**src/rtl/alu_mc_pkg.sv**
```systemverilog
// alu_mc_pkg: shared opcodes, FSM/iterator enums and the single-cycle
// result/flag helper for the multicycle ALU.
// Optional feature macro: ALU_MC_MUL_EN (iterative multiply on op 11).
package alu_mc_pkg;

  // Widest datapath the single-cycle helper supports.
  localparam int MAXW = 64;

  localparam logic [3:0] OP_MOV = 4'd0;
  localparam logic [3:0] OP_NOT = 4'd1;
  localparam logic [3:0] OP_ADD = 4'd2;
  localparam logic [3:0] OP_SUB = 4'd3;
  localparam logic [3:0] OP_OR  = 4'd4;
  localparam logic [3:0] OP_AND = 4'd5;
  localparam logic [3:0] OP_SLT = 4'd6;
  localparam logic [3:0] OP_XOR = 4'd7;
  localparam logic [3:0] OP_SLL = 4'd8;
  localparam logic [3:0] OP_SRL = 4'd9;
  localparam logic [3:0] OP_SRA = 4'd10;
  localparam logic [3:0] OP_MUL = 4'd11;

  typedef enum logic [1:0] {
    ST_IDLE = 2'd0,
    ST_EXEC = 2'd1,
    ST_DONE = 2'd2
  } state_t;

  typedef enum logic [1:0] {
    IT_SLL = 2'd0,
    IT_SRL = 2'd1,
    IT_SRA = 2'd2,
    IT_MUL = 2'd3
  } iter_mode_t;

  // legal=0 marks an opcode with no defined operation: all flags clear.
  typedef struct packed {
    logic [MAXW:0] res;
    logic          carry;
    logic          ovf;
    logic          legal;
  } alu_fn_t;

  // Single-cycle result and flags. Operands arrive zero-extended to MAXW+1
  // bits; w is the real datapath width, so bit w of the sum is the carry-out
  // and bit w-1 is the sign. Shift opcodes only reach this with amount 0.
  function automatic alu_fn_t alu_single(input logic [3:0]    op,
                                         input logic [MAXW:0] a,
                                         input logic [MAXW:0] b,
                                         input logic [6:0]    w);
    alu_fn_t       r;
    logic [MAXW:0] s;
    logic [MAXW:0] d;
    logic [6:0]    sb;
    r     = '0;
    s     = a + b;
    d     = a - b;
    sb    = w - 7'd1;
    r.legal = 1'b1;
    case (op)
      OP_MOV: r.res = a;
      OP_NOT: r.res = ~a;
      OP_ADD: begin
        r.res   = s;
        r.carry = s[w];
        r.ovf   = (a[sb] == b[sb]) && (s[sb] != a[sb]);
      end
      OP_SUB: begin
        r.res   = d;
        r.carry = (a < b);
        r.ovf   = (a[sb] != b[sb]) && (d[sb] != a[sb]);
      end
      OP_OR:  r.res = a | b;
      OP_AND: r.res = a & b;
      OP_SLT: r.res = {{MAXW{1'b0}}, (a < b)};
      OP_XOR: r.res = a ^ b;
      OP_SLL, OP_SRL, OP_SRA: r.res = a;
      default: r = '0;
    endcase
    return r;
  endfunction

endpackage

```
**src/rtl/alu_mc_iter.sv**
```systemverilog
// alu_mc_iter: working registers for multicycle ops (shift one bit per step,
// or one shift-add multiply step). o_acc_next is the value the accumulator
// takes on the current step, so the top can capture the final result on the
// same edge o_last is seen.
// Optional feature macro: ALU_MC_MUL_EN (multiplicand/multiplier registers).
module alu_mc_iter
  import alu_mc_pkg::*;
#(
  parameter int WIDTH = 32,
  parameter int CW    = $clog2(WIDTH) + 1
) (
  input  logic             clk,
  input  logic             rst_n,
  input  logic             i_load,
  input  logic             i_step,
  input  iter_mode_t       i_mode,
  input  logic [WIDTH-1:0] i_a,
  input  logic [WIDTH-1:0] i_b,
  input  logic [CW-1:0]    i_cnt,
  output logic [WIDTH-1:0] o_acc_next,
  output logic             o_last
);

  logic [WIDTH-1:0] r_acc;
  logic [CW-1:0]    r_cnt;
  iter_mode_t       r_mode;
  logic [WIDTH-1:0] w_acc_next;

`ifdef ALU_MC_MUL_EN
  logic [WIDTH-1:0] r_mcand;
  logic [WIDTH-1:0] r_mplier;
`endif

  // One step of the selected operation on the accumulator.
  always_comb begin
    w_acc_next = r_acc;
    case (r_mode)
      IT_SLL: w_acc_next = {r_acc[WIDTH-2:0], 1'b0};
      IT_SRL: w_acc_next = {1'b0, r_acc[WIDTH-1:1]};
      IT_SRA: w_acc_next = {r_acc[WIDTH-1], r_acc[WIDTH-1:1]};
`ifdef ALU_MC_MUL_EN
      IT_MUL: w_acc_next = r_acc + (r_mplier[0] ? r_mcand : '0);
`endif
      default: w_acc_next = r_acc;
    endcase
  end

  // Load operands on accept, advance one step per EXEC cycle.
  always_ff @(posedge clk or negedge rst_n) begin
    if (!rst_n) begin
      r_acc  <= '0;
      r_cnt  <= '0;
      r_mode <= IT_SLL;
    end else if (i_load) begin
      r_acc  <= (i_mode == IT_MUL) ? '0 : i_a;
      r_cnt  <= i_cnt;
      r_mode <= i_mode;
    end else if (i_step) begin
      r_acc  <= w_acc_next;
      r_cnt  <= r_cnt - CW'(1);
    end
  end

`ifdef ALU_MC_MUL_EN
  // Multiplicand walks left, multiplier walks right, one bit per step.
  always_ff @(posedge clk or negedge rst_n) begin
    if (!rst_n) begin
      r_mcand  <= '0;
      r_mplier <= '0;
    end else if (i_load) begin
      r_mcand  <= i_a;
      r_mplier <= i_b;
    end else if (i_step) begin
      r_mcand  <= {r_mcand[WIDTH-2:0], 1'b0};
      r_mplier <= {1'b0, r_mplier[WIDTH-1:1]};
    end
  end
`endif

  assign o_acc_next = w_acc_next;
  assign o_last     = (r_cnt == CW'(1));

endmodule

```
**src/rtl/alu_mc.sv**
```systemverilog
// alu_mc: handshaked multicycle ALU. One op per in_valid/in_ready transfer;
// the registered result and flags are held in DONE until out_ready.
// Handshake: a transfer happens on a rising edge where valid and ready are
// both high; in_ready is high only in IDLE, out_valid only in DONE, and each
// side ignores its request input while the other side's state is active.
// Optional feature macro: ALU_MC_MUL_EN (op 11 is an iterative multiply;
// otherwise op 11 is illegal: result 0, flags 0, one-cycle latency).
module alu_mc
  import alu_mc_pkg::*;
#(
  parameter int WIDTH = 32
) (
  input  logic             clk,
  input  logic             rst_n,
  input  logic             i_in_valid,
  output logic             o_in_ready,
  input  logic [WIDTH-1:0] i_a,
  input  logic [WIDTH-1:0] i_b,
  input  logic [3:0]       i_op_code,
  output logic             o_out_valid,
  input  logic             i_out_ready,
  output logic [WIDTH-1:0] o_result,
  output logic             o_zero,
  output logic             o_carry,
  output logic             o_overflow,
  output state_t           o_dbg_state
);

  localparam int SHW = $clog2(WIDTH);
  localparam int CW  = SHW + 1;

  state_t           r_state;
  logic             r_in_ready;
  logic             r_out_valid;
  logic [WIDTH-1:0] r_result;
  logic             r_zero;
  logic             r_carry;
  logic             r_ovf;

  alu_fn_t          w_fn;
  logic [WIDTH-1:0] w_fn_res;
  logic [SHW-1:0]   w_amt;
  logic             w_is_shift;
  logic             w_is_mul;
  logic             w_multi;
  iter_mode_t       w_mode;
  logic [CW-1:0]    w_cnt;
  logic             w_load;
  logic             w_step;
  logic [WIDTH-1:0] w_acc_next;
  logic             w_last;

  assign w_fn     = alu_single(i_op_code, (MAXW+1)'(i_a), (MAXW+1)'(i_b), 7'(WIDTH));
  assign w_fn_res = w_fn.res[WIDTH-1:0];
  assign w_amt    = i_b[SHW-1:0];

  // Classify the incoming op and derive the iterator set-up.
  always_comb begin
    w_is_shift = (i_op_code == OP_SLL) || (i_op_code == OP_SRL) || (i_op_code == OP_SRA);
`ifdef ALU_MC_MUL_EN
    w_is_mul   = (i_op_code == OP_MUL);
`else
    w_is_mul   = 1'b0;
`endif
    w_multi    = (w_is_shift && (w_amt != '0)) || w_is_mul;
    case (i_op_code)
      OP_SLL:  w_mode = IT_SLL;
      OP_SRL:  w_mode = IT_SRL;
      OP_SRA:  w_mode = IT_SRA;
      default: w_mode = IT_MUL;
    endcase
    w_cnt = w_is_mul ? CW'(WIDTH) : CW'(w_amt);
  end

  assign w_load = (r_state == ST_IDLE) && i_in_valid && w_multi;
  assign w_step = (r_state == ST_EXEC);

  alu_mc_iter #(
    .WIDTH (WIDTH),
    .CW    (CW)
  ) u_iter (
    .clk        (clk),
    .rst_n      (rst_n),
    .i_load     (w_load),
    .i_step     (w_step),
    .i_mode     (w_mode),
    .i_a        (i_a),
    .i_b        (i_b),
    .i_cnt      (w_cnt),
    .o_acc_next (w_acc_next),
    .o_last     (w_last)
  );

  // Control FSM with registered handshake outputs and result/flags.
  always_ff @(posedge clk or negedge rst_n) begin
    if (!rst_n) begin
      r_state     <= ST_IDLE;
      r_in_ready  <= 1'b1;
      r_out_valid <= 1'b0;
      r_result    <= '0;
      r_zero      <= 1'b0;
      r_carry     <= 1'b0;
      r_ovf       <= 1'b0;
    end else begin
      case (r_state)
        ST_IDLE: begin
          if (i_in_valid) begin
            r_in_ready <= 1'b0;
            if (w_multi) begin
              r_state <= ST_EXEC;
            end else begin
              r_state     <= ST_DONE;
              r_out_valid <= 1'b1;
              r_result    <= w_fn_res;
              r_zero      <= w_fn.legal && (w_fn_res == '0);
              r_carry     <= w_fn.carry;
              r_ovf       <= w_fn.ovf;
            end
          end
        end
        ST_EXEC: begin
          if (w_last) begin
            r_state     <= ST_DONE;
            r_out_valid <= 1'b1;
            r_result    <= w_acc_next;
            r_zero      <= (w_acc_next == '0);
            r_carry     <= 1'b0;
            r_ovf       <= 1'b0;
          end
        end
        ST_DONE: begin
          if (i_out_ready) begin
            r_state     <= ST_IDLE;
            r_out_valid <= 1'b0;
            r_in_ready  <= 1'b1;
          end
        end
        default: begin
          r_state     <= ST_IDLE;
          r_in_ready  <= 1'b1;
          r_out_valid <= 1'b0;
        end
      endcase
    end
  end

  assign o_in_ready  = r_in_ready;
  assign o_out_valid = r_out_valid;
  assign o_result    = r_result;
  assign o_zero      = r_zero;
  assign o_carry     = r_carry;
  assign o_overflow  = r_ovf;
  assign o_dbg_state = r_state;

endmodule

```
**config.mk**
```make
export PLATFORM = sky130hd
export DESIGN_NAME = alu_mc
export DESIGN_NICKNAME = d
export VERILOG_FILES = /design/src/rtl/alu_mc_pkg.sv /design/src/rtl/alu_mc_iter.sv /design/src/rtl/alu_mc.sv
export SDC_FILE = /design/constraint.sdc
export NUM_CORES = 1
export LEC_CHECK = 0
export ABC_AREA = 1
export CAP_MARGIN = 10
export CORE_ASPECT_RATIO = 0.7
export CORE_UTILIZATION = 24
export CTS_CLUSTER_DIAMETER = 60
export CTS_CLUSTER_SIZE = 16
export DETAILED_ROUTE_END_ITERATION = 8
export RECOVER_POWER = 50
export SLEW_MARGIN = 20
export SYNTH_ARGS = -nofsm -noshare
export SYNTH_HDL_FRONTEND = slang
export SYNTH_SLANG_ARGS = --single-unit
```
**constraint.sdc**
```tcl
create_clock -name clk -period 3 [get_ports clk]
set_clock_uncertainty 0.2 [all_clocks]
set_input_delay 0.6 -clock clk [delete_from_list [all_inputs] [get_ports clk]]
set_output_delay 0.6 -clock clk [all_outputs]
set_load 0.01 [all_outputs]
```
**Word-level counts from Yosys, hierarchy flattened**

Cells that the tools add are included.

- $add $sub $neg: 3
- Equal/unequal tests: 24
- Order comparisons: 1
- Mux-type cells: 38
- Reduce and logical (&&, ||, !) cells: 22
- Bitwise gates (word level): 5

Operators with widths:

| kind | number |
|---|---|
| $pmux W32 S8 | 1 |
| $mux W32 | 6 |
| $pmux W32 S3 | 1 |
| $logic_not A32 Y1 | 2 |
| $pmux W32 S2 | 1 |
| $add A32 B32 Y33 | 1 |
| $and A32 B32 Y32 | 1 |
| $lt A32 B32 Y1 | 1 |
| $not A32 Y32 | 1 |
| $or A32 B32 Y32 | 1 |
| $sub A32 B32 Y32 | 1 |
| $xor A32 B32 Y32 | 1 |
| $eq A4 B3 Y1 const B | 4 |
| $mux W1 | 15 |
| $eq A4 B4 Y1 const B | 3 |
| $mux W6 | 2 |
| $pmux W2 S3 | 2 |
| $reduce_or A11 Y1 | 1 |
| $eq A4 B2 Y1 const B | 2 |
| $mux W2 | 4 |
| $ne A2 B2 Y1 const B | 4 |
| $reduce_and A4 Y1 | 2 |
| $eq A2 B2 Y1 const B | 3 |
| $eq A6 B1 Y1 const B | 1 |
| 17 further kinds | 32 |

- Output and inout port bits: 39
- Bits of input ports: 72
- Word-level logic and storage cells: 103
- Register bits: 79

**Depth between registers and ports, before layout**

Gate-level depths: netlist (run 1).

- Depth after elaboration: 8
- Depth in mapped cells: 22
- Depth with buffers taken out: 21

**Cells and area by module**

A second synthesis (run 1) with hierarchy kept.

- Cell total of the unflattened synthesis: 2053
- Area, all modules: 11722.5 um^2

Modules (own cells, without submodules):

| module | area an instance (um^2) | cells an instance | instances | seq. area each (um^2) |
|---|---|---|---|---|
| alu_mc | 9043.7 | 1682 | 1 | 977.2 |
| alu_mc_iter | 2678.8 | 371 | 1 | 1001.0 |

**Least setup slack after synthesis (run 1)**

Ideal clock, no wire load.

- Path kind: input-to-reg
- Start point: in i_a[0]
- End point: reg r_zero, in the netlist o_zero
- Slack: 300 ps
- Buffers on the path: 0
- Data required time: 2723 ps
- Setup time: 77 ps
- Cell stages on the path: 20
- Arrival: 2423 ps
- Cells stage by stage: ha_1 -> inv_1 -> fa_1 -> inv_1 -> nand3_1 -> nand2_1 -> nand2_1 -> nand2_2 -> nand2_1 -> nand2_2 -> nand3b_1 -> nand2_1 -> nand2_1 -> nand3_1 -> nand2_1 -> nor2_1 -> nand2_1 -> nor2_1 -> nand3_1 -> a21oi_1

- Cells in the longest elaborated chain, start to end: 7

RTL lines:

| element | RTL line | RTL |
|---|---|---|
| start: declaration | alu_mc.sv:17 | `input logic [WIDTH-1:0] i_a,` |
| $sub A32 B32 Y32, or another cell as far along | alu_mc_pkg.sv:56 | `d = a - b;` |
| $pmux W32 S8 (*) | alu_mc_pkg.sv:59 | `case (op)` |
| $logic_not A32 Y1 (*) | alu_mc.sv:115 | `r_zero <= w_fn.legal && (w_fn_res == '0);` |
| $logic_and A1 B1 Y1 (*) | alu_mc.sv:115 |  |
| $mux W1 (*) | alu_mc.sv:109 | `if (w_multi) begin` |
| $mux W1 (*) | alu_mc.sv:107 | `if (i_in_valid) begin` |
| $pmux W1 S2 (*) | alu_mc.sv:105 | `case (r_state)` |
| end signal: assignment | alu_mc.sv:115 |  |
| end signal: assignment | alu_mc.sv:126 | `r_zero <= (w_acc_next == '0);` |
| end: declaration | alu_mc.sv:36 | `logic r_zero;` |

Mark *: on every way between the ends. The rest lies on a longest branch, timed or not. The select of a mux whose other input is x is not followed.
A chain may end at the register's enable or synchronous reset.

**Worst setup path after layout (run 1)**

- Start point: in i_b[0]
- End point: reg r_zero, in the netlist o_zero

- Cells in the longest elaborated chain, start to end: 7

RTL lines:

| element | RTL line | RTL |
|---|---|---|
| start: declaration | alu_mc.sv:18 | `input logic [WIDTH-1:0] i_b,` |
| $sub A32 B32 Y32, or another cell as far along | alu_mc_pkg.sv:56 |  |
| $pmux W32 S8 | alu_mc_pkg.sv:59 |  |
| $logic_not A32 Y1 | alu_mc.sv:115 |  |
| $logic_and A1 B1 Y1 | alu_mc.sv:115 |  |
| $mux W1 | alu_mc.sv:109 |  |
| $mux W1 | alu_mc.sv:107 |  |
| $pmux W1 S2 | alu_mc.sv:105 |  |

Several ways; a longest one is shown, not always the timed one. The select of a mux whose other input is x is not followed.

==> results of run 1 <==
-- metal layers --
layer	routed length [um]	global-route usage	vias up
li1	-	-	7148
met5	13	0	-
met1	28000	0.3627	7080
met2	23940	0.3565	607
met4	1459	0.05591	2
met3	5235	0.04806	68
-- stage by stage --
| step | hold WS [ns] | setup WS (ns) | TNS [ns] |
|---|---|---|---|
| floorplan | 0.1044 | 0.2995 | 0 |
| global placement | 0.2627 | -1.124 | -19.71 |
| detailed placement | 0.2736 | -1.071 | -20.75 |
| CTS | 0.2839 | -0.001224 | -0.001224 |
| global route | 0.3242 | -0.03282 | -0.03282 |
| finish | 0.2806 | 0.07292 | 0 |
-- power breakdown --
part | total (uW) | leakage (uW) | switching, uW | internal (uW)
clock network | 1120 | 0.000146 | 458 | 664
registers | 1950 | 0.000969 | 371 | 1580
logic | 5800 | 0.00824 | 3360 | 2440
-- cell type report --
cell class | count | share of cell area
multi-input combinational | 1387 | 0.5009
timing repair buffer | 596 | 0.2645
sequential | 79 | 0.1079
inverter | 339 | 0.06958
tap | 603 | 0.04117
clock buffer | 12 | 0.01345
clock inverter | 4 | 0.002458
-- flip-flops by register name, summed over array words and instances, names as in the netlist, 2 cells and up --
name,flops
u_iter.r_cnt,6
u_iter.r_mode,2
o_result,32
o_dbg_state,2
u_iter.r_acc,32
-- final timing paths --
check,endpoint,slack [ns],cells past startpoint,from
setup / recovery,o_zero,0.07,21,i_b[0]
hold / removal,o_result[31],0.28,2,o_result[31]
setup reg to reg,o_zero,0.24,12,u_iter.r_mode[0]
hold reg to reg,o_result[31],0.28,2,o_result[31]
max in group asynchronous,u_iter.r_acc[20],0.72,1,rst_n
min in group asynchronous,u_iter.r_acc[5],0.64,1,rst_n
-- Yosys cell counts (2+ instances only) --
cell | n | area share
sky130_fd_sc_hd__or2_2 | 2 | 0.0011
sky130_fd_sc_hd__inv_2 | 15 | 0.0050
sky130_fd_sc_hd__inv_1 | 323 | 0.11
sky130_fd_sc_hd__nand2_1 | 550 | 0.18
sky130_fd_sc_hd__nor2_1 | 190 | 0.064
sky130_fd_sc_hd__nand3_2 | 3 | 0.0027
sky130_fd_sc_hd__xor2_1 | 7 | 0.0055
sky130_fd_sc_hd__nor4_1 | 9 | 0.0050
sky130_fd_sc_hd__o21ai_1 | 4 | 0.0018
sky130_fd_sc_hd__dfrtp_1 | 78 | 0.17
sky130_fd_sc_hd__nand3_1 | 153 | 0.068
sky130_fd_sc_hd__nor3_1 | 15 | 0.0067
sky130_fd_sc_hd__buf_6 | 14 | 0.014
sky130_fd_sc_hd__ha_1 | 108 | 0.12
sky130_fd_sc_hd__o21bai_1 | 7 | 0.0047
sky130_fd_sc_hd__a211oi_1 | 19 | 0.013
sky130_fd_sc_hd__buf_2 | 24 | 0.011
sky130_fd_sc_hd__o22ai_1 | 44 | 0.025
sky130_fd_sc_hd__o221ai_1 | 64 | 0.050
sky130_fd_sc_hd__nor3_2 | 6 | 0.0054
sky130_fd_sc_hd__nor2_2 | 17 | 0.0095
sky130_fd_sc_hd__a21oi_2 | 3 | 0.0023
sky130_fd_sc_hd__a21oi_1 | 54 | 0.024
sky130_fd_sc_hd__a31oi_1 | 33 | 0.018
sky130_fd_sc_hd__o21ai_0 | 51 | 0.023
sky130_fd_sc_hd__fa_1 | 2 | 0.0036
sky130_fd_sc_hd__clkbuf_1 | 23 | 0.0077
sky130_fd_sc_hd__nand2_2 | 14 | 0.0078
sky130_fd_sc_hd__nand3b_1 | 5 | 0.0034
sky130_fd_sc_hd__o211ai_1 | 3 | 0.0020
sky130_fd_sc_hd__buf_4 | 13 | 0.0087
sky130_fd_sc_hd__nand4_1 | 14 | 0.0078
-- cells by family after synthesis --
kind of cell / Yosys count / synth area share
AND/OR/NAND/NOR: 984 / 0.3715
XOR/XNOR: 8 / 0.006259
buffers and inverters: 413 / 0.1549
adder cells (fa/ha/maj): 110 / 0.1243
flip-flops: 79 / 0.1767
AO/OA/AOI/OAI: 285 / 0.1663
-- tightest hold or removal path: stages, from the launching register on --
cell,delay [ns]
sky130_fd_sc_hd__dfrtp_1,0.34
sky130_fd_sc_hd__nand2_1,0.05
sky130_fd_sc_hd__nand2_1,0.05
-- timing repair --
action                     in CTS  in global routing
hold buffers                    0                  0
setup endpoints to repair      23                 31
buffers inserted               27                 31
pin swaps                      79                121
resized for setup             399                265
==> qor.txt, run 1 <==
===============================================================================================
Final Routed Wirelength                                                                58.65 mm
Clock input transition at the sequential cells of the worst setup and hold paths        0.06 ns
Count of port buffers added during placement                                                110
Buffer and inverter count on the worst path                                                   3
Required time of the critical path                                                      3.08 ns
CTS root buf                                                                       sky130_fd_sc_hd__clkbuf_16
Type of the worst setup path                                                             in2reg
Timing-limited maximum frequency                                                      341.6 MHz
Final Util                                                                               0.4024
Global-route wire length before repair                                                 87.57 mm
Violations in the final reports                                                    capacitance limit, slew limit
Summed area of non-filler cells in the final layout                                   18330 um2
Sequential element share of the synthesized area                                         0.1767
Pwr per Cell Area                                                                  484.0 nW/um2
Maximum clock path buffer count                                                               2
Post-synth EDFFs                                                                              0
Number of max-slew violations in the final report                                            80
Highest-delay cell along the critical path                                         sky130_fd_sc_hd__fa_2
GRT Total Usage                                                                          0.2441
Number of setup violations in the final report                                                0
Clock tree from TritonCTS                                                                  done
Clock tree sinks                                                                             79
Post-place instance area                                                              15940 um2
Min Tclk post-route                                                                    2.927 ns
Ys async rst share                                                                        1.000
Via count of the first global-routing pass                                                14340
Cell total after placement                                                                 2946
Die area                                                                              47530 um2
Multi-input logic area                                                                 9179 um2
Synth Net Count                                                                            2061
Flip-flop and latch count after synthesis                                                    79
Share of final-layout standard cells stronger than drive strength 1                      0.4050
Commonest cells after routing, fill and taps aside                                 452 x sky130_fd_sc_hd__buf_4, 442 x sky130_fd_sc_hd__nand2_1, 233 x sky130_fd_sc_hd__inv_1
Most frequent standard cell in the layout excluding fill and tap cells             sky130_fd_sc_hd__buf_4
Total half-perimeter wirelength after legalization and detailed placement              48.05 mm
Run status                                                                         finished with violations
Share of the clock period used by the worst path                                         0.9757
Residual DRC count                                                                            0
# nets final                                                                               2594
Chip Height                                                                            182.7 um
Final Wtd Congestion                                                                      1.019
Initial core utilization                                                                 0.2458
Total chip power                                                                        8870 uW
Cells traversed along the worst timing path                                        buf_4 > ha_4 > inv_2 > fa_2 > inv_2 > nand3_2 > nand2_2 > nand2_2 > nand2_4 > nand2_2 > nand2_2 > nand3b_1 > nand2_1 > nand2_1 > nand3_2 > nand2_2 > nor2_4 > nand2_2 > nor2_4 > nand3_2 > a21oi_2
Highest ir drop seen on vdd                                                         0.0004325 V
Gr ovfl total                                                                                 0
Static Leakage                                                                      0.009352 uW
Mapped cell area                                                                      11190 um2
Post-route antenna net violation count                                                        0
Count of different cell masters after synthesis                                              44
Primary FF master, synth                                                           sky130_fd_sc_hd__dfrtp_1
Max_slew headroom                                                                       -0.3870
Detailed-routing iteration count for the pre-antenna-repair pass                              8
Latest clock arrival within the worst-skew pair                                         0.35 ns
Signed area change from the synthesized netlist to the final layout                      63.70%
Pin count of the biggest net entering global routing                                         80
Floorplan die width                                                                    260.1 um
Number of standard cells in the layout, taps in and fillers out                            3020
Total CTS buffers                                                                             9
Maximum level of the CTS H-tree                                                               3
Cells after Synth                                                                          1879
Worst min-delay path category                                                           reg2reg
Number of DRC markers in iteration 0                                                       1335
Antenna violations before repair                                                              1
Filler Cells Inserted                                                                      4820
I/O pin cnt                                                                                 111
Slew at the pin with the worst max-slew slack                                          2.080 ns
Maximum fanout along the worst path                                                           3
Synthesis warning total                                                                       0
Final antenna diode count                                                                     0
Number of vias after detailed routing                                                     14910
Cell with the most instances on the worst path                                     sky130_fd_sc_hd__nand2_2
Top Family by Delay on Critical Path                                               simple AND/OR/NAND/NOR gates
Synth Area per Inst                                                                   5.958 um2
Startpoint type of the worst setup path                                               input pin
Crit path capture type                                                                 register
Number of rows created at floorplan                                                          65
Via count normalized by instance count                                                    4.935
Maximum single-stage delay on the critical path                                         0.37 ns
Arr. time, crit path                                                                    3.01 ns
Number of max-cap violations                                                                  1
Final Hold Viols                                                                              0
Routed length per instance                                                             19.42 um
Area of the core                                                                      45540 um2
Seq. cell area                                                                         1978 um2
===============================================================================================
Note: power is estimated with default switching activity, not from simulation.
==> run 2, diff against run 1 <==
Settings changed: CELL_PAD_IN_SITES_DETAIL_PLACEMENT set to 1, CELL_PAD_IN_SITES_GLOBAL_PLACEMENT set to 2, CORE_ASPECT_RATIO 0.7 to unset, PLACE_DENSITY_LB_ADDON set to 0.1.
==> run 2 against run 1 <==
- the flow still finishes with violations (capacitance limit, slew limit)
- largest cell class unchanged
- total power increased by 0.71%
- combinational power grew 3%
- non-clock buffer count up 43
- clock power is 7% lower
- core utilization grew 1.2 points
- critical endpoint unchanged
- critical path depth down 2
==> qor.txt, run 2 (synthesized netlist as in run 1, its figures left out) <==
===============================================================================================
Hold path startpoint                                                                 o_in_ready
Timing-limited maximum frequency                                                      343.8 MHz
Number of rows created at floorplan                                                          78
Residual DRC count                                                                            0
Final Routed Wirelength                                                                65.92 mm
Crit Reg-Reg Startpoint                                                            u_iter.r_mode[0]
Net Sw Frac                                                                              0.4703
Arr. time, crit path                                                                    2.98 ns
Most frequent standard cell in the layout excluding fill and tap cells             sky130_fd_sc_hd__buf_4
DR top layer                                                                               met4
Metal2 WL                                                                              32.98 mm
Clock tree from TritonCTS                                                                  done
Static Leakage                                                                      0.009556 uW
Global-route wire length before repair                                                 97.83 mm
Commonest cells after routing, fill and taps aside                                 475 x sky130_fd_sc_hd__buf_4, 450 x sky130_fd_sc_hd__nand2_1, 234 x sky130_fd_sc_hd__inv_1
Startpoint type of the worst setup path                                               input pin
Slew at the pin with the worst max-slew slack                                          2.110 ns
Hold worst-path end                                                                  o_in_ready
Routed length per instance                                                             21.54 um
Initial core utilization                                                                 0.2451
Total routed wire length on the met1 layer                                             28.73 mm
Total CTS buffers                                                                             9
Violations in the final reports                                                    capacitance limit, slew limit
Total chip power                                                                        8933 uW
GRT Total Usage                                                                          0.2755
Worst min-delay path category                                                           reg2reg
Final TNS setup                                                                            0 ns
Highest ir drop seen on vdd                                                         0.0003619 V
Final hold slack                                                                      0.2668 ns
Clock input transition at the sequential cells of the worst setup and hold paths        0.06 ns
Chip Height                                                                            218.0 um
Combinational group share of total power                                                  0.668
Pwr per Cell Area                                                                  472.0 nW/um2
Detailed-routing iteration count for the pre-antenna-repair pass                              5
Maximum level of the CTS H-tree                                                               3
CTS root buf                                                                       sky130_fd_sc_hd__clkbuf_16
Die area                                                                              47510 um2
Antenna violations before repair                                                              1
Pin count of the biggest net entering global routing                                         36
Final Hold Viols                                                                              0
Count of port buffers added during placement                                                110
# nets final                                                                               2637
Share of final-layout standard cells stronger than drive strength 1                      0.4197
Via count normalized by instance count                                                    4.877
Setup repair after global routing missed its margin                                         yes
Reg-to-reg endpoint                                                                      o_zero
Via count of the first global-routing pass                                                15730
Number of standard cells in the layout, taps in and fillers out                            3060
Number of setup violations in the final report                                                0
Met3 layer wire length in the routed design                                            2.261 mm
Maximum clock path buffer count                                                               2
Clock tree sinks                                                                             79
Number of DRC markers in iteration 0                                                        759
Type of the worst setup path                                                             in2reg
Sequential share of power                                                                 0.215
Number of max-cap violations                                                                  1
Cell total after placement                                                                 2985
Depth of the worst register-to-register path                                                 13
R2R Setup Slk                                                                           0.48 ns
Latest clock arrival within the worst-skew pair                                         0.34 ns
Filler Cells Inserted                                                                      5872
Floorplan die width                                                                    218.0 um
Maximum fanout along the worst path                                                           8
Clock share of power                                                                      0.117
Final Wtd Congestion                                                                     0.9186
Net switching power                                                                     4201 uW
Min Tclk post-route                                                                    2.909 ns
Post-route antenna net violation count                                                        0
I/O pin cnt                                                                                 111
Required time of the critical path                                                      3.07 ns
Number of max-slew violations in the final report                                            36
Final WS setup                                                                       0.09133 ns
Number of vias after detailed routing                                                     14920
Total half-perimeter wirelength after legalization and detailed placement              54.22 mm
Signed area change from the synthesized netlist to the final layout                      69.05%
Share of the clock period used by the worst path                                         0.9696
Gr ovfl total                                                                                 0
Internal                                                                                4732 uW
Number of cells traversed by the worst hold path                                              2
Run status                                                                         finished with violations
Max_slew headroom                                                                       -0.4066
Worst slack at placement                                                              -1.036 ns
Area of the core                                                                      45670 um2
Crit path capture type                                                                 register
===============================================================================================
==> run 2: worst max path at each step <==
stage	startpoint	end	slack (ns)	cells past startpoint
floorplan	i_a[0]	o_zero	0.30	20
detailed placement	i_a[22]	o_zero	-1.04	17
global placement	i_b[17]	o_overflow	-1.00	17
CTS	i_op_code[3]	o_zero	-0.01	15
global route	i_a[17]	o_zero	-0.04	18
finish	i_a[20]	o_zero	0.09	19
==> run 2: per-stage QoR <==
| step | cell area, um2 | utilization |
|---|---|---|
| after floorplan | 11190 | - |
| after global placement | 16380 | 0.3585 |
| after detailed placement | 16380 | 0.3585 |
| after CTS | 18350 | 0.4017 |
| after global routing | 18920 | 0.4143 |
| final | 18920 | 0.4143 |
==> run 2: final cells by class <==
cell class / instances / area, um2 / share of cell area
flip-flops and latches: 79 / 1978 / 0.1045
inverters: 339 / 1277 / 0.06750
repair buffers: 639 / 5371 / 0.2838
clock inverters: 4 / 32.53 / 0.001719
clock buffers: 11 / 242.7 / 0.01283
well taps: 600 / 750.7 / 0.03967
diodes: 1 / 2.502 / 0.0001322
multi-input cells: 1387 / 9269 / 0.4898
==> run 2: power groups by stage <==
stage               combinational [uW]  clock, uW  sequential [uW]
detailed placement                5480          0             1950
global route                      6510       1100             1980
CTS                               5860       1070             1930
global placement                  5430          0             1930
finish                            5970       1040             1920
floorplan                         2640          0             1960
==> run 2: critical path, cell delays in order <==
cell                            delay (ns)
sky130_fd_sc_hd__dlygate4sd2_1        0.25
sky130_fd_sc_hd__inv_2                0.09
sky130_fd_sc_hd__ha_4                 0.21
sky130_fd_sc_hd__buf_8                0.15
sky130_fd_sc_hd__nor2_4               0.18
sky130_fd_sc_hd__buf_6                0.12
sky130_fd_sc_hd__nand2_4              0.06
sky130_fd_sc_hd__nor3_4               0.22
sky130_fd_sc_hd__and2_4               0.20
sky130_fd_sc_hd__nand2_2              0.07
sky130_fd_sc_hd__nand2_1              0.07
sky130_fd_sc_hd__nand2_1              0.04
sky130_fd_sc_hd__nand3_1              0.08
sky130_fd_sc_hd__nand3_2              0.10
sky130_fd_sc_hd__nor2_1               0.10
sky130_fd_sc_hd__nand2_1              0.07
sky130_fd_sc_hd__nor2_2               0.14
sky130_fd_sc_hd__nand3_2              0.11
sky130_fd_sc_hd__a21oi_2              0.12
==> run 2: layer usage <==
| layer | GRT usage | up-vias |
|---|---|---|
| li1 | - | 7226 |
| met1 | 0.3466 | 7302 |
| met2 | 0.5022 | 321 |
| met3 | 0.02190 | 74 |
| met4 | 0.06690 | 0 |
| met5 | 0 | - |
==> run 2: timing repair <==
action	CTS	global route
gates cloned	2	1
endpoints found under the setup margin	29	12
endpoints found under the hold margin	0	0
buffers inserted	36	21
pin swaps	95	95
gates resized for setup	461	203
hold buffers	0	0
==> run 3, diff against run 2 <==
Settings changed: TNS_END_PERCENT set to 10.
Clock period 3 ns to 3.7 ns, I/O delays scaled along.
==> run 3 against run 2 <==
- the flow still finishes with violations (capacitance limit, slew limit)
- total power decreased by 24%
- clock power about the same
- worst setup slack improved by 0.094 ns
- critical path depth increased by 1
- via count decreased by 5.3%
- largest cell class unchanged
==> qor.txt, run 3 (synthesized netlist as in run 1, its figures left out) <==
===============================================================================================
Run status                                                                         finished with violations
Violations in the final reports                                                    capacitance limit, slew limit
Residual DRC count                                                                            0
Total CTS buffers                                                                             9
Required time of the critical path                                                      3.77 ns
Combinational group share of total power                                                  0.622
Type of the worst setup path                                                             in2reg
R2R Setup Slk                                                                           0.82 ns
Most frequent standard cell in the layout excluding fill and tap cells             sky130_fd_sc_hd__nand2_1
Slew at the pin with the worst max-slew slack                                          2.220 ns
Filler Cells Inserted                                                                      6013
Startpoint type of the worst setup path                                               input pin
Clock input transition at the sequential cells of the worst setup and hold paths        0.06 ns
Seq. cell area                                                                         1978 um2
Reg-to-reg endpoint                                                                      o_zero
Final Hold Viols                                                                              0
Maximum clock path buffer count                                                               2
Timing-limited maximum frequency                                                      284.6 MHz
Final Routed Wirelength                                                                61.49 mm
I/O pin cnt                                                                                 111
Min Tclk post-route                                                                    3.514 ns
Number of max-slew violations in the final report                                            39
Depth of the worst register-to-register path                                                 10
Number of DRC markers in iteration 0                                                        708
Post-route antenna net violation count                                                        0
Multi-input logic area                                                                 7855 um2
Final TNS setup                                                                            0 ns
Highest ir drop seen on vdd                                                         0.0002964 V
Clock share of power                                                                      0.148
Arr. time, crit path                                                                    3.58 ns
Crit Reg-Reg Startpoint                                                            u_iter.r_mode[1]
Maximum fanout along the worst path                                                           4
Static Leakage                                                                      0.008487 uW
GRT Total Usage                                                                          0.2598
Hold worst-path end                                                                  o_in_ready
Internal                                                                                3608 uW
Signed area change from the synthesized netlist to the final layout                      46.28%
Number of standard cells in the layout, taps in and fillers out                            2926
Latest clock arrival within the worst-skew pair                                         0.34 ns
Worst min-delay path category                                                           reg2reg
Number of max-cap violations                                                                  1
Routed length per instance                                                             21.02 um
CTS root buf                                                                       sky130_fd_sc_hd__clkbuf_16
Number of setup violations in the final report                                                0
Maximum level of the CTS H-tree                                                               3
Count of port buffers added during placement                                                110
Gr ovfl total                                                                                 0
Area of the core                                                                      45670 um2
Number of vias after detailed routing                                                     14140
Crit path capture type                                                                 register
Chip Height                                                                            218.0 um
Pin count of the biggest net entering global routing                                         42
Floorplan die width                                                                    218.0 um
Total half-perimeter wirelength after legalization and detailed placement              52.69 mm
Final antenna diode count                                                                     0
Die area                                                                              47510 um2
Hold path startpoint                                                                 o_in_ready
Initial core utilization                                                                 0.2451
Antenna violations before repair                                                              0
Clock tree from TritonCTS                                                                  done
Final Wtd Congestion                                                                     0.9014
Commonest cells after routing, fill and taps aside                                 539 x sky130_fd_sc_hd__nand2_1, 383 x sky130_fd_sc_hd__buf_4, 322 x sky130_fd_sc_hd__inv_1
Via count normalized by instance count                                                    4.832
Share of final-layout standard cells stronger than drive strength 1                      0.2403
Via count of the first global-routing pass                                                15050
Clock tree sinks                                                                             79
Pwr per Cell Area                                                                  415.0 nW/um2
Global-route wire length before repair                                                 92.12 mm
Sequential share of power                                                                 0.230
Number of rows created at floorplan                                                          78
Net switching power                                                                     3187 uW
Number of cells traversed by the worst hold path                                              2
Final hold slack                                                                      0.2777 ns
Net Sw Frac                                                                              0.4690
Detailed-routing iteration count for the pre-antenna-repair pass                              5
Max_slew headroom                                                                       -0.4803
Share of the clock period used by the worst path                                         0.9498
Setup repair after global routing missed its margin                                         yes
# nets final                                                                               2503
Cell total after placement                                                                 2909
===============================================================================================
[run 3: layer usage]
layer | vias up | track usage | wire (um)
li1 | 6943 | - | -
met1 | 6860 | 0.3199 | 26970
met2 | 276 | 0.4643 | 30430
met3 | 60 | 0.03194 | 2114
met4 | 0 | 0.08392 | 1974
met5 | - | 0 | 0
[run 3: stage by stage]
step / area, um2 / power, uW / utilization / setup WS, ns
floorplan: 11190 / 3725 / - / 0.8595
global placement: 15680 / 5708 / 0.3433 / -0.3781
detailed placement: 15680 / 5764 / 0.3433 / -0.3783
CTS: 16030 / 6800 / 0.3509 / 0.02081
global route: 16380 / 7309 / 0.3585 / -0.03586
finish: 16380 / 6796 / 0.3585 / 0.1858
[run 3: critical path, cell delays in order]
cell,delay (ns)
sky130_fd_sc_hd__clkdlybuf4s50_1,0.50
sky130_fd_sc_hd__inv_1,0.07
sky130_fd_sc_hd__ha_2,0.37
sky130_fd_sc_hd__nand3_1,0.13
sky130_fd_sc_hd__nand2_2,0.11
sky130_fd_sc_hd__nand2_1,0.07
sky130_fd_sc_hd__nand2_1,0.12
sky130_fd_sc_hd__buf_4,0.15
sky130_fd_sc_hd__nand2_1,0.09
sky130_fd_sc_hd__nand2_2,0.13
sky130_fd_sc_hd__nand2_1,0.06
sky130_fd_sc_hd__nand3_1,0.06
sky130_fd_sc_hd__nand2_1,0.11
sky130_fd_sc_hd__nor2_1,0.18
sky130_fd_sc_hd__nand2_1,0.08
sky130_fd_sc_hd__nor2_2,0.12
sky130_fd_sc_hd__nand3_1,0.12
sky130_fd_sc_hd__nor2_1,0.13
sky130_fd_sc_hd__nand3_1,0.09
sky130_fd_sc_hd__a21oi_1,0.13
[run 3: area by class of cell]
class                   count  share of cell area
multi-input cells        1387              0.4797
repair buffers            505              0.2557
flip-flops and latches     79              0.1208
inverters                 339             0.07770
well taps                 600             0.04584
clock buffers              10             0.01459
clock inverters             6            0.005654
[run 3: how the worst max path moves through the flow]
stage | startpoint | to | cells past startpoint
after floorplan | i_a[0] | o_zero | 20
after global placement | i_a[27] | o_zero | 13
after detailed placement | i_a[27] | o_zero | 13
after CTS | i_a[6] | o_overflow | 18
after global routing | i_a[1] | o_zero | 21
final | i_a[1] | o_zero | 20
[run 3: repair_timing]
action	4_1_cts	5_1_grt
hold buffers	0	0
pin swaps	0	7
endpoints found under the setup margin	1	7
buffers inserted	0	1
gates resized for setup	4	90
[run 3: power by group through the flow]
stage	clock network [uW]	logic [uW]	registers, uW
floorplan	0	2140	1590
global placement	0	4140	1570
detailed placement	0	4180	1580
CTS	1030	4200	1570
global route	1060	4640	1600
finish	1010	4220	1560
